## src/rtl/vending_machine_changer.sv

```systemverilog
// vending_machine_changer: classifies coins by sensor pulse width, accumulates credit, dispenses at PRICE and returns change
// Ports:
//   clk          system clock, rising edge
//   reset        asynchronous active-low reset
//   coinSensor   high while a coin passes the sensor
//   coinReturn   level request to return the current credit
//   dispense     one-cycle pulse releasing one item
//   coinReject   one-cycle pulse diverting the coin just measured
//   changeNickel one-cycle pulse per nickel returned
//   returning    high while change return is in progress
//   credit       current credit in nickels
module vending_machine_changer #(
    parameter int dimeMin    = 2,
    parameter int dimeMax    = 4,
    parameter int nickelMin  = 6,
    parameter int nickelMax  = 8,
    parameter int quarterMin = 10,
    parameter int quarterMax = 12,
    parameter int CNT_W      = 21,
    parameter int PRICE      = 5,
    parameter int CREDIT_W   = 4
) (
    input  logic                clk,
    input  logic                reset,
    input  logic                coinSensor,
    input  logic                coinReturn,
    output logic                dispense,
    output logic                coinReject,
    output logic                changeNickel,
    output logic                returning,
    output logic [CREDIT_W-1:0] credit
);
    localparam logic [CNT_W-1:0]  D_MIN   = CNT_W'(dimeMin);
    localparam logic [CNT_W-1:0]  D_MAX   = CNT_W'(dimeMax);
    localparam logic [CNT_W-1:0]  N_MIN   = CNT_W'(nickelMin);
    localparam logic [CNT_W-1:0]  N_MAX   = CNT_W'(nickelMax);
    localparam logic [CNT_W-1:0]  Q_MIN   = CNT_W'(quarterMin);
    localparam logic [CNT_W-1:0]  Q_MAX   = CNT_W'(quarterMax);
    localparam logic [CREDIT_W:0] PRICE_W = (CREDIT_W+1)'(PRICE);

    typedef enum logic [1:0] {IDLE, RET_HI, RET_LO} state_t;

    state_t              state, state_n;
    logic                sensQ, retQ, sensPrev;
    logic [CNT_W-1:0]    cnt;
    logic                coin_ev, valid, accept;
    logic [2:0]          value;
    logic [CREDIT_W:0]   sum;
    logic [CREDIT_W-1:0] credit_n;
    logic                dispense_n, reject_n;

    // Falling edge of the registered sensor marks the end of a coin; cnt still holds its width.
    assign coin_ev = sensPrev && !sensQ;
    // A saturated count exceeds quarterMax and so falls through to invalid.
    assign value = (cnt >= D_MIN && cnt <= D_MAX) ? 3'd2 :
                   (cnt >= N_MIN && cnt <= N_MAX) ? 3'd1 :
                   (cnt >= Q_MIN && cnt <= Q_MAX) ? 3'd5 : 3'd0;
    assign valid  = value != 3'd0;
    assign accept = state == IDLE && coin_ev && valid;
    // One spare bit keeps credit+value from wrapping before the price compare.
    assign sum = {1'b0, credit} + (CREDIT_W+1)'(value);

    always_ff @(posedge clk or negedge reset) begin
        if (!reset) begin
            sensQ      <= 1'b0;
            retQ       <= 1'b0;
            sensPrev   <= 1'b0;
            cnt        <= '0;
            state      <= IDLE;
            credit     <= '0;
            dispense   <= 1'b0;
            coinReject <= 1'b0;
        end else begin
            sensQ      <= coinSensor;
            retQ       <= coinReturn;
            sensPrev   <= sensQ;
            cnt        <= sensQ ? (&cnt ? cnt : cnt + 1'b1) : '0;
            state      <= state_n;
            credit     <= credit_n;
            dispense   <= dispense_n;
            coinReject <= reject_n;
        end
    end

    // A coin event in IDLE takes priority; a held return request is seen again next cycle.
    always_comb begin
        state_n = state;
        case (state)
            IDLE:    state_n = (!coin_ev && retQ && credit != '0) ? RET_HI : IDLE;
            RET_HI:  state_n = RET_LO;
            RET_LO:  state_n = (credit != '0) ? RET_HI : IDLE;
            default: state_n = IDLE;
        endcase
    end

    always_comb begin
        dispense_n   = accept && sum >= PRICE_W;
        reject_n     = coin_ev && (state != IDLE || !valid);
        credit_n     = state == RET_HI ? credit - 1'b1 :
                       dispense_n      ? CREDIT_W'(sum - PRICE_W) :
                       accept          ? sum[CREDIT_W-1:0] : credit;
        changeNickel = state == RET_HI;
        returning    = state != IDLE;
    end
endmodule
```

## config.mk

```make
export PLATFORM = sky130hd
export DESIGN_NAME = vending_machine_changer
export DESIGN_NICKNAME = d
export VERILOG_FILES = /design/src/rtl/vending_machine_changer.sv
export SDC_FILE = /design/constraint.sdc
export NUM_CORES = 1
export LEC_CHECK = 0
export CELL_PAD_IN_SITES_DETAIL_PLACEMENT = 1
export CELL_PAD_IN_SITES_GLOBAL_PLACEMENT = 1
export CORE_ASPECT_RATIO = 2
export CORE_MARGIN = 10
export CORE_UTILIZATION = 49
export CTS_CLUSTER_DIAMETER = 200
export DETAILED_ROUTE_END_ITERATION = 7
export PLACE_DENSITY = 0.83
export SYNTH_ARGS = -nofsm -noshare
export SYNTH_HDL_FRONTEND = slang
export SYNTH_SLANG_ARGS = --single-unit
```

## constraint.sdc

```tcl
create_clock -name clk -period 9.8 [get_ports clk]
set_clock_uncertainty 0.2 [all_clocks]
set_input_delay 1.96 -clock clk [delete_from_list [all_inputs] [get_ports clk]]
set_output_delay 1.96 -clock clk [all_outputs]
set_load 0.01 [all_outputs]
```

==> Word level (Yosys, flattened, before mapping) <==
Cells that the tools add are included.
{ "word_totals": {"register_bits": 32, "in_bits": 4, "out_inout_bits": 8, "word_cells": 53} }
{ "op_classes": {"n_addsub": 4, "order_cmp": 7, "eq_ne": 3, "n_mux": 11, "n_reduce_logical": 20} }
{ "op_table": {"columns": ["op", "n"], "rows": [
  ["21-bit by 4-bit less-or-equal comparator with 1-bit output, second input constant", 2],
  ["21-bit 2-to-1 mux", 2],
  ["21-bit by 1-bit adder with 21-bit output, second input constant", 1],
  ["21-bit by 2-bit >= comparator with 1-bit output, second input constant", 1],
  ["21-bit by 3-bit >= comparator with 1-bit output, second input constant", 1],
  ["21-bit by 4-bit >= comparator with 1-bit output, second input constant", 1],
  ["21-bit by 3-bit less-or-equal comparator with 1-bit output, second input constant", 1],
  ["21-bit AND reduction", 1],
  ["4-bit 2-to-1 mux", 3],
  ["1-bit logical AND", 10],
  ["3-bit 2-to-1 mux", 3],
  ["2-bit case mux with 3 select lines", 1],
  ["3-bit nonzero test", 2],
  ["4-bit by 3-bit adder with 5-bit output", 1],
  ["5-bit by 3-bit >= comparator with 1-bit output, second input constant", 1],
  ["4-bit nonzero test", 1],
  ["4-bit by 1-bit subtractor with 4-bit output, second input constant", 1],
  ["4-bit by 3-bit subtractor with 4-bit output, second input constant", 1],
  ["1-bit zero test", 3],
  ["2-bit by 1-bit == test with 1-bit output, second input constant", 1],
  ["2-bit == test, second input constant", 1],
  ["2-bit zero test", 1],
  ["1-bit 2-to-1 mux", 2],
  ["2-bit != test, second input constant", 1],
  ["other kinds (2)", 2]
]} }

==> Logic depth before layout (Yosys ltp) <==
{ "depth": {"ltp_word": 10, "ltp_mapped": 13, "depth_no_buf": 13} }

==> Worst setup path after synthesis <==
No wires, ideal clock.
{ "synth_path": {"path_type": "reg-to-reg", "start": "reg cnt[15]", "end": "reg credit[2]", "setup_time_ns": 0.082, "arrival_time_ns": 3.334, "path_slack_ns": 6.184, "stages_incl_launch_ff": 14, "path_buffers": 0, "period_less_slack_ns": 3.616, "cell_sequence": "dfrtp_1 -> nor4_1 -> nand4_1 -> or2_2 -> nor2_1 -> ha_1 -> inv_1 -> fa_1 -> ha_1 -> nor2_1 -> a211oi_1 -> a2111oi_4 -> or3_2 -> a31oi_1"} }
{ "synth_between": {"elab_chain_cells": 10} }
{ "synth_rtl": {"columns": ["item", "line", "rtl"], "rows": [
  ["from (decl)", "45", "logic [CNT_W-1:0] cnt;"],
  ["from (signal assigned)", "77", "cnt <= sensQ ? (&cnt ? cnt : cnt + 1'b1) : '0;"],
  ["21-bit by 4-bit >= comparator with 1-bit output or 21-bit by 4-bit less-or-equal comparator with 1-bit output (tied branches)", "57", "(cnt >= Q_MIN && cnt <= Q_MAX) ? 3'd5 : 3'd0;"],
  ["1-bit logical AND", "57", null],
  ["3-bit 2-to-1 mux", "57", null],
  ["3-bit 2-to-1 mux", "56", "(cnt >= N_MIN && cnt <= N_MAX) ? 3'd1 :"],
  ["3-bit 2-to-1 mux (*)", "55", "assign value = (cnt >= D_MIN && cnt <= D_MAX) ? 3'd2 :"],
  ["4-bit by 3-bit adder with 5-bit output or 3-bit nonzero test (tied branches)", "61, 58", null],
  ["5-bit by 3-bit >= comparator with 1-bit output or 1-bit logical AND (tied branches)", "97, 59", null],
  ["1-bit logical AND", "97", "dispense_n = accept && sum >= PRICE_W;"],
  ["4-bit 2-to-1 mux", "100", "dispense_n ? CREDIT_W'(sum - PRICE_W) :"],
  ["4-bit 2-to-1 mux", "99", "credit_n = state == RET_HI ? credit - 1'b1 :"],
  ["to (signal assigned)", "79", "credit <= credit_n;"],
  ["to (decl)", "31", "output logic [CREDIT_W-1:0] credit"]
]} }
Mark *: on every way between the ends. The rest lies on a longest branch, timed or not. The select of a mux whose other input is x is not followed.
A chain may end at the register's enable or synchronous reset.

==> Worst setup path after layout <==
{ "layout_path": {"start": "reg cnt[17]", "end": "reg credit[2]"} }
The elaborated chain is that of the path after synthesis.

==> impl_metrics.env <==
export IMPL_status="completed"
export IMPL_fp_row_count=32
export IMPL_tns_ns=0
export IMPL_vias=1761
export IMPL_ys_flop_type="dfrtp_1"
export IMPL_wirelength_mm=5.64
export IMPL_insertion_delay_ns=0.29
export IMPL_drt_iter0_drc=73
export IMPL_antenna_cells=0
export IMPL_hold_class="flop to flop"
export IMPL_cts_buffer_depth=2
export IMPL_ios=12
export IMPL_cts_tree="done"
export IMPL_cp_max_fo=6
export IMPL_initial_utilization_pct=51.4
export IMPL_cts_root_buf="clkbuf_8"
export IMPL_postSynthAreaPerCell_sq_um=9.46
export IMPL_finalSetupViolCount=0
export IMPL_required_ns=9.82
export IMPL_overflow=0
export IMPL_grt_pass1_vias=1962
export IMPL_globalplace_congestion=0.818
export IMPL_netlist_area_leader_share_pct=40.1
export IMPL_ant_nets=0
export IMPL_synth_seq_area_share_pct=40.1
export IMPL_final_period_utilization_pct=41.2
export IMPL_critPathArrivalTime_ns=4.06
export IMPL_fmax_ghz=0.248
export IMPL_post_cts_buffers=0
export IMPL_dieHeight_microns=110
export IMPL_synth_edff_count=0
export IMPL_ys_ff_latch=32
export IMPL_num_nets_final=235
export IMPL_firstDrtPassIters=4
export IMPL_totalPowerFinal_w=0.000500
export IMPL_synth_commonest_cells="dfrtp_1, nor2_1, inv_1, a21oi_1"
export IMPL_syn_inst=211
export IMPL_power_density_nw_per_um2=221
export IMPL_multi_input_area_sq_um=1110
export IMPL_final_max_slew_violation_count=0
export IMPL_routedWlPerCell_microns=20.6
export IMPL_path_class="flop to flop"
export IMPL_power_leakage_nw=0.947
export IMPL_end_kind="flop"
export IMPL_ir_drop_mv=0.132
export IMPL_cts_clk_slew_worst_paths_ns=0.08
export IMPL_avgViaCountPerCell=6.43
export IMPL_cts_resized=0
export IMPL_drive_gt1_share_pct=9.42
export IMPL_drc=0
export IMPL_cts_max_level=2
export IMPL_grt_max_degree=33
export IMPL_cts_buffers=5
export IMPL_grt_util_all_layers_pct=17.0
export IMPL_worstMarginPinSlew_ns=0.886
export IMPL_ys_types=52
export IMPL_antenna_found_initial=0
export IMPL_syn2layout_area_growth_pct=13.0
export IMPL_die_area_sq_um=7180
export IMPL_die_x_microns=65.1
export IMPL_core_area_sq_um=3880
export IMPL_rsz0062_at_grt="false"
export IMPL_synth_top_cell_by_area="dfrtp_1"
export IMPL_synthTopCellsByArea="dfrtp_1, ha_1, xnor2_1"
export IMPL_cts_hold_buf=0
export IMPL_slew_headroom_pct=40.5
export IMPL_grt_pass1_wl_mm=9.54
export IMPL_nFillCells=467
export IMPL_period_needed_ns=4.03
export IMPL_ys_async_sr_fraction_pct=100
export IMPL_cts_num_sinks=32
export IMPL_syn_nets=224
export IMPL_post_place_ws_ns=5.82
export IMPL_worstSetupStartpointType="flop"
export IMPL_hold_viol=0
export IMPL_synth_most_common_cell="dfrtp_1"
export IMPL_syn_area_sq_um=2000
export IMPL_dpl_hpwl_mm=4.27
export IMPL_fin_ws_ns=5.77
export IMPL_cap_violations=0
export IMPL_ff_latch_area_sq_um=801
export IMPL_ys_warn_count=0
export IMPL_io_buffer_count=11
==> flip-flops by register name, indices dropped and copies added, names as in the netlist <==
signal	cells
sensQ	1
sensPrev	1
dispense	1
credit	4
coinReject	1
state	2
cnt	21
retQ	1
==> cells in the final DEF, fill, tap and decap left out, drive strengths merged, types with 2 or more instances in the layout <==
| master | instances |
|---|---|
| a211oi | 4 |
| nor2 | 17 |
| nor3 | 2 |
| clkbuf | 5 |
| o21ai | 10 |
| and2 | 9 |
| clkdlybuf4s50 | 11 |
| a211o | 3 |
| nand3 | 5 |
| xor2 | 5 |
| or4 | 3 |
| and3 | 3 |
| a21oi | 10 |
| or3 | 7 |
| or2 | 2 |
| and4 | 4 |
| dfrtp | 32 |
| o2111ai | 5 |
| nand2 | 9 |
| inv | 13 |
| nand2b | 3 |
| a31oi | 4 |
| nor4 | 5 |
| o31ai | 4 |
| xnor2 | 9 |
| nand4 | 6 |
| ha | 8 |
| o211ai | 3 |
==> report_power, final <==
group	switching, W	total (W)	internal [W]
registers	0.0000200	0.000167	0.000147
clock network	0.0000525	0.000128	0.0000752
logic	0.000110	0.000205	0.0000948
total	0.000183	0.000500	0.000317
==> final cells by class <==
| type | instances | area share, % |
|---|---|---|
| Clock buffer | 5 | 3.05 |
| Inverter | 13 | 2.16 |
| Clock inverter | 3 | 1.89 |
| Tap cell | 51 | 2.83 |
| Sequential cell | 32 | 35.5 |
| Timing Repair Buffer | 12 | 5.21 |
| Multi-Input combinational cell | 158 | 49.4 |
==> critical path, cell delays in order (launching register included) <==
cell and delay (ns):
dfrtp_1 0.43, nor4_1 0.35, nand4_1 0.22, or2_2 0.35, nor2_1 0.11, ha_1 0.20
inv_1 0.07, fa_1 0.55, ha_1 0.21, nor2_1 0.06, a211oi_1 0.51, a2111oi_4 0.09
or3_2 0.44, a31oi_1 0.17
==> through the flow <==
| step | area [sq um] | hold slack, ns | std cells | utilization, % |
|---|---|---|---|---|
| 6_report | 2260 | 0.263 | 274 | 58.1 |
| 5_1_grt | 2260 | 0.308 | 274 | 58.1 |
| 4_1_cts | 2260 | 0.273 | 274 | 58.1 |
| 3_5_place_dp | 2140 | 0.263 | 266 | 55.2 |
| 3_3_place_gp | 2140 | 0.246 | 266 | 55.2 |
| 2_1_floorplan | 2000 | 0.164 | 211 | - |
==> cells by family after synthesis <==
family | share of synthesized area, %
multiplexers | 1.07
AO/OA/AOI/OAI | 19.9
adder cells (fa/ha/maj) | 6.02
buffers and inverters | 4.07
flip-flops | 40.1
XOR/XNOR | 6.14
AND/OR/NAND/NOR | 22.7
==> metal layers <==
| metal | up-vias | routed length [microns] | GRT usage, % |
|---|---|---|---|
| met5 | - | 0 | 0 |
| met4 | 0 | 248 | 11.1 |
| met3 | 19 | 155 | 3.03 |
| met2 | 39 | 3250 | 32.9 |
| met1 | 904 | 1990 | 15.4 |
| li1 | 799 | - | - |
==> worst paths after layout <==
check,cells past startpoint,startpoint,slack [ns],end
min in group asynchronous,2,reset,1.87,dispense$_DFF_PN0_
max in group asynchronous,2,reset,7.21,cnt[0]$_DFFE_PN0P_
worst max register to register,13,cnt[17]$_DFFE_PN0P_,5.77,credit[2]$_DFFE_PN0P_
worst max-delay path,13,cnt[17]$_DFFE_PN0P_,5.77,credit[2]$_DFFE_PN0P_
worst min register to register,1,state[0]$_DFF_PN0_,0.26,state[0]$_DFF_PN0_
worst min-delay path,1,state[0]$_DFF_PN0_,0.26,state[0]$_DFF_PN0_
(Power assumes the default switching activity.)
